File: config.mk
export PLATFORM = sky130hd
export DESIGN_NAME = ramp_sequencer
export DESIGN_NICKNAME = d
export VERILOG_FILES = /design/src/rtl/ramp_sequencer.sv
export SDC_FILE = /design/constraint.sdc
export NUM_CORES = 1
export LEC_CHECK = 0
export BUFFER_PORTS_ARGS = -buffer_cell sky130_fd_sc_hd__buf_2
export CAP_MARGIN = 20
export CORE_MARGIN = 2
export CORE_UTILIZATION = 55
export CTS_CLUSTER_DIAMETER = 60
export DETAILED_ROUTE_END_ITERATION = 10
export PLACE_DENSITY = 0.95
export SLEW_MARGIN = 20
export SYNTH_ARGS = -nofsm -noshare
export SYNTH_HDL_FRONTEND = slang
export SYNTH_SLANG_ARGS = --single-unit
File: constraint.sdc
create_clock -name clk -period 3 [get_ports clk]
set_clock_uncertainty 0.05 [all_clocks]
set_input_delay 0.15 -clock clk [delete_from_list [all_inputs] [get_ports clk]]
set_output_delay 0.15 -clock clk [all_outputs]
set_load 0.05 [all_outputs]
File: src/rtl/ramp_sequencer.sv
// ramp_sequencer: drives an external up/down counter through a number of
// bottom<->top passes, starting from a preloaded value.
module ramp_sequencer #(
    parameter int W  = 4,
    parameter int PW = 4
) (
    input  logic          clk,
    input  logic          reset,
    input  logic          start,
    input  logic          abort,
    input  logic [W-1:0]  start_val,
    input  logic [W-1:0]  top,
    input  logic [W-1:0]  bottom,
    input  logic [PW-1:0] passes,
    input  logic [W-1:0]  ctr_count,
    output logic          ctr_load,
    output logic [W-1:0]  ctr_value,
    output logic          ctr_up,
    output logic          ctr_down,
    output logic          busy,
    output logic          done,
    output logic          err
);

    typedef enum logic [2:0] {
        IDLE,
        LOAD,
        UP,
        DOWN,
        DONE
    } state_t;

    state_t        state, state_nxt;
    logic [W-1:0]  start_q, top_q, bottom_q;
    logic [PW-1:0] rem_q;
    logic          err_q;
    logic          cfg_ok;
    logic          accept;
    logic          reject;
    logic          pass_end;

    assign cfg_ok   = (bottom <= start_val) && (start_val <= top) && (passes != '0);
    assign accept   = (state == IDLE) && start && cfg_ok;
    assign reject   = (state == IDLE) && start && !cfg_ok;
    assign pass_end = (state == DOWN) && !abort && (ctr_count == bottom_q);

    assign ctr_value = start_q;
    assign err       = err_q;

    // State register.
    always_ff @(posedge clk or posedge reset) begin
        if (reset) state <= IDLE;
        else       state <= state_nxt;
    end

    // Latched configuration, remaining-pass count and sticky error flag.
    always_ff @(posedge clk or posedge reset) begin
        if (reset) begin
            start_q  <= '0;
            top_q    <= '0;
            bottom_q <= '0;
            rem_q    <= '0;
            err_q    <= 1'b0;
        end else if (accept) begin
            start_q  <= start_val;
            top_q    <= top;
            bottom_q <= bottom;
            rem_q    <= passes;
            err_q    <= 1'b0;
        end else if (reject) begin
            err_q    <= 1'b1;
        end else if (pass_end) begin
            rem_q    <= rem_q - PW'(1);
        end
    end

    // Next-state and counter command decode; abort suppresses all commands.
    always_comb begin
        state_nxt = state;
        ctr_load  = 1'b0;
        ctr_up    = 1'b0;
        ctr_down  = 1'b0;
        busy      = 1'b0;
        done      = 1'b0;
        case (state)
            IDLE: begin
                if (accept) state_nxt = LOAD;
            end
            LOAD: begin
                busy = 1'b1;
                if (abort) state_nxt = IDLE;
                else begin
                    ctr_load  = 1'b1;
                    state_nxt = UP;
                end
            end
            UP: begin
                busy = 1'b1;
                if (abort)                  state_nxt = IDLE;
                else if (ctr_count == top_q) state_nxt = DOWN;
                else                         ctr_up    = 1'b1;
            end
            DOWN: begin
                busy = 1'b1;
                if (abort)                     state_nxt = IDLE;
                else if (ctr_count == bottom_q) state_nxt = (rem_q == PW'(1)) ? DONE : UP;
                else                            ctr_down  = 1'b1;
            end
            DONE: begin
                done      = 1'b1;
                state_nxt = IDLE;
            end
            default: state_nxt = IDLE;
        endcase
    end

endmodule

## Yosys cells after proc, flatten, opt, wreduce, memory -nomap -nowiden

Cells that the tools add are included.

- Add/subtract/negate cells: 1
- $mul: 0
- Divide/modulo/power cells: 0
- Order comparisons: 2
- Eq/ne operators: 11
- Shifts and indexed selects: 0
- Multiplexer cells: 23
- Bitwise operators: 0
- Reductions and logical operators: 16

Operators with widths:

| kind | count |
|---|---|
| 2-to-1 mux 3 bit | 6 |
| 2-to-1 mux 1 bit | 12 |
| 2-to-1 mux 4 bit | 3 |
| one-hot mux 3 bit (4 select lines) | 1 |
| == test 4 bit | 2 |
| <= comparator 4 bit | 2 |
| logical AND 1 bit | 7 |
| == test 3 x 2 -> 1 bit (second input constant) | 2 |
| == test 4 x 1 -> 1 bit (second input constant) | 1 |
| inequality test 2 bit (second input constant) | 2 |
| nonzero test 2 bit | 2 |
| nonzero test 4 bit | 1 |
| subtractor 4 x 1 -> 4 bit (second input constant) | 1 |
| == test 3 x 1 -> 1 bit (second input constant) | 1 |
| == test 3 bit (second input constant) | 1 |
| zero test 3 bit | 1 |
| inequality test 3 x 2 -> 1 bit (second input constant) | 1 |
| inequality test 3 bit (second input constant) | 1 |
| AND reduction 3 bit | 1 |
| OR reduction 3 bit | 1 |
| zero test 1 bit | 2 |
| 2-to-1 mux 2 bit | 1 |
| AND reduction 2 bit | 1 |

- Flip-flop bits (word level): 20
- Latch bits: 0
- RAM bits: 0
- Bits in read-only memories: 0
- Bits of input ports: 24
- Output and inout bits: 10
- Word-level logic and storage cells: 59
- Memories: 0

## Longest topological paths before layout

- Word-level depth: 7
- Depth in mapped cells: 8
- Depth with buffers taken out: 7

## Worst setup path before layout

Ideal clock, no wire load.

- Path type: reg2out
- From: register state[1]
- To: output ctr_load
- Arrival time: 2.098 ns
- Required time: 2.800 ns
- Setup slack: 0.702 ns
- Cell stages (with the launch flop): 2
- Path buffers: 0
- Cell sequence: dfrtp_1 nor4b_1

- Word-level cells in the longest chain between the ends: 2

RTL lines:

| element | line | source |
|---|---|---|
| from (decl) | 33 | `state_t state, state_nxt;` |
| from (signal assigned) | 53 | `else state <= state_nxt;` |
| == test 3 x 1 -> 1 bit | 85 | `case (state)` |
| 2-to-1 mux 1 bit | 85 |  |
| to (decl) | 16 | `output logic ctr_load,` |

Every way passes these cells.

## Worst setup path in the final report

- From: input start_val[1]
- To: register start_q[0], in the netlist ctr_value[0]

- Word-level cells in the longest chain between the ends: 4
- Elaborated cells between the ends (all ways): 5
- Those cells by class: 2 x order compare; 3 x reduce/logical

RTL lines:

| element | line | source |
|---|---|---|
| from (decl) | 11 | `input logic [W-1:0] start_val,` |
| <= comparator 4 bit | 42 | `assign cfg_ok = (bottom <= start_val) && (start_val <= top) && (passes != '0);` |
| logical AND 1 bit (*) (2 in series) | 42 |  |
| logical AND 1 bit (*) | 43 | `assign accept = (state == IDLE) && start && cfg_ok;` |
| to (signal assigned) | 65 | `start_q <= start_val;` |
| to (decl) | 34 | `logic [W-1:0] start_q, top_q, bottom_q;` |

Every way passes the cells marked *; elsewhere a longest branch is shown, timed or not.
A chain may end at the register's enable or synchronous reset.

==> summary.md <==
| Metric | Value |
|---|---|
| Status | finished clean |
| Gp weighted congestion | 0.823 |
| Synthesis-stage register bit count | 20 |
| Seq/Total Area, Yosys | 0.391 |
| Drt via density | 5.46 |
| Post-synth top cells | dfrtp_1, inv_1, ha_1, mux2_4, nor2_1 |
| Final Hold Viols | 0 |
| Worst min-delay path class | primary input to flop |
| CP Data Arrival Time | 2.34 ns |
| Nets | roughly 190 |
| Least-Margin Pin Slew | between 0.7 and 0.8 ns |
| Yosys top cell by area | dfrtp_1 |
| Ys Warns | 0 |
| Die area | 2730 µm² |
| Core Region | 2210 µm² |
| EDFF count, synth | 0 |
| Area grow syn2layout | 19.5% |
| Residual DRC | 0 |
| Slew HR | 0.489 |
| I/O pin total | 34 |
| Asr flop ratio synth | 1.00 |
| Fin. max-slew vios | 0 |
| CP startpoint | start_val[1] |
| Maximum clock insertion buffer count | 2 |
| Port bufs | 33 |
| Worst path required time | 3.15 ns |
| Startpoint Class | primary input |
| Chip width | ~52 µm |
| Largest cells by area after synthesis | dfrtp_1, ha_1, mux2_4 |
| DR WL met2 | roughly 1300 µm |
| Routed met1 length | around 1100 µm |
| Syn_nets | ~150 |
| Critical Path End Type | flop |
| Clock sinks | 20 |
| Tcrit/Tclk final | 0.728 |
| Gr usage total | 0.231 |
| Setup TNS | 0 ns |
| Antenna Nets Post-Route | 0 |
| Ant diodes | 0 |
| Worst-path clk slew | between 0.1 and 0.15 ns |
| Clk_lat worst skew | about 0.30 ns |
| Leak | ~0.77 nW |
| Layout cell share with drive strength beyond 1 | 0.379 |
| Worst reg2reg path startpoint | state[1]$_DFFE_PP0P_ |
| GR Overflow Total | 0 |
| Final setup vio count | 0 |
| Detailed Route Iter0 Violations | 7 |
| Initial Util | 0.579 |
| Maxcap violations | 0 |
| Die span in y | ~52 µm |
| CTS resizes | 0 |
| CTS root buf | clkbuf_4 |
| RSZ-0062 raised after global routing | false |
| Highest routed layer | met4 |
| Unique masters post-synth | 31 |
| Filler cells | 176 |
| Row count | 17 |
| Global-route wire length before repair | roughly 4500 µm |
| Most common cell in the netlist | dfrtp_1 |
| Max H-tree Level | 1 |
| Vias | around 990 |
| TritonCTS clock tree | done |
| FMAX | 0.458 GHz |
| Routed len/inst | 14.6 µm |
| Drt first pass iters | 4 |
| Placed instance area | between 1000 and 1500 µm² |
| Peak supply drop | ~0.70 mV |
| Metal3 WL | about 120 µm |
| Num CTS Buffers | 3 |
| Worst-path maximum fanout | 8 |
| Yosys top cell area share | 0.391 |
| HP Start | top[3] |
| PwrDens | about 870 nW/µm² |
| DP Wirelength | approximately 2200 µm |
| Initial antenna violation count | 0 |
| Top FF cell, synth | dfrtp_1 |
| WS Path Type | primary input to flop |
| Mapped Cells | between 100 and 150 |
| Largest net degree at the start of global routing | 21 |
| Final instance area | 1530 µm² |
| Synthesized cell area | roughly 1300 µm² |
| Minimum clock period | roughly 2.2 ns |
| Mapped Avg Cell Area | about 11 µm² |
| Vias in the first global route | 1023 |
| Hold Slack | 0.0316 ns |
| Drt total wl | around 2600 µm |
[layer usage]
| metal | vias up | GRT usage |
|---|---|---|
| met5 | - | 0 |
| met4 | 0 | 0.128 |
| met3 | 8 | 0.0286 |
| met2 | 37 | 0.399 |
| met1 | 464 | 0.276 |
| li1 | 479 | - |
[where the power goes]
part	internal (mW)	switching, mW	leakage (nW)
logic	0.296	0.384	0.509
registers	0.398	0.102	0.240
clock network	0.0742	0.0814	0.0210
total	0.768	0.567	0.771
[final cells by class]
type	instances	area, µm²	area share
Clock buffer	4	36.3	0.0237
Timing Repair Buffer	36	190	0.124
Tap cell	28	35.0	0.0229
Multi-Input combinational cell	81	724	0.473
Inverter	12	45.0	0.0294
Sequential cell	20	500	0.327
[cells in the final DEF, fill, tap and decap left out, types with 3 or more instances in the layout]
master / count
o21ai_0: 3
nand2_1: 3
ha_1: 10
mux2_2: 7
clkbuf_4: 3
mux2_4: 8
dfrtp_1: 20
nor3_1: 3
xnor2_1: 7
buf_2: 33
inv_1: 12
nor2_1: 8
xor2_1: 4
nand4_1: 4
[kinds of logic (layout without fill, tap and decap cells)]
| group | after synthesis | count (layout) | share of synthesized area |
|---|---|---|---|
| simple gates | 34 | 34 | 0.163 |
| mux | 15 | 15 | 0.155 |
| flops | 20 | 20 | 0.391 |
| compound gates | 11 | 11 | 0.0742 |
| fa+ha+maj | 10 | 10 | 0.0977 |
| xor+xnor | 11 | 11 | 0.0752 |
| buf+inv | 13 | 52 | 0.0439 |
[worst max-delay path, stage by stage]
cell       delay, ns
buf_2           0.10
inv_1           0.04
ha_1            0.32
nor2b_4         0.15
a2111oi_4       0.33
nor2_2          0.11
nor4_4          0.52
buf_4           0.26
mux2_2          0.34
[flip-flops by register name, summed over array words and instances, names as in the netlist]
register,cells
state,3
bottom_q,4
top_q,4
ctr_value,4
err,1
rem_q,4
[path summary, 6_finish.rpt]
check	to	slack, ns	cells after the start
worst max-delay path	ctr_value[0]$_DFFE_PP0P_	0.81	9
worst min-delay path	top_q[3]$_DFFE_PP0P_	0.03	2
worst max register to register	ctr_value[0]$_DFFE_PP0P_	0.88	5
worst min register to register	err$_DFFE_PP0P_	0.47	2
max in group asynchronous	rem_q[2]$_DFFE_PP0P_	1.96	3
min in group asynchronous	state[0]$_DFFE_PP0P_	0.46	3
[through the flow]
step,setup slack [ns],power [mW],utilization,instances
global route,0.751,1.43,0.692,181
CTS,0.839,1.35,0.692,181
detailed placement,0.502,1.19,0.671,176
global placement,0.625,1.16,0.671,176
floorplan,0.702,1.02,-,114
finish,0.815,1.34,0.692,181
[repair_timing]
item | 4_1_cts | 5_1_grt
endpoints found under the hold margin | 20 | 0
hold buffers | 1 | 0
setup buffers | 0 | 0
Power figures use the tool's default switching activity.
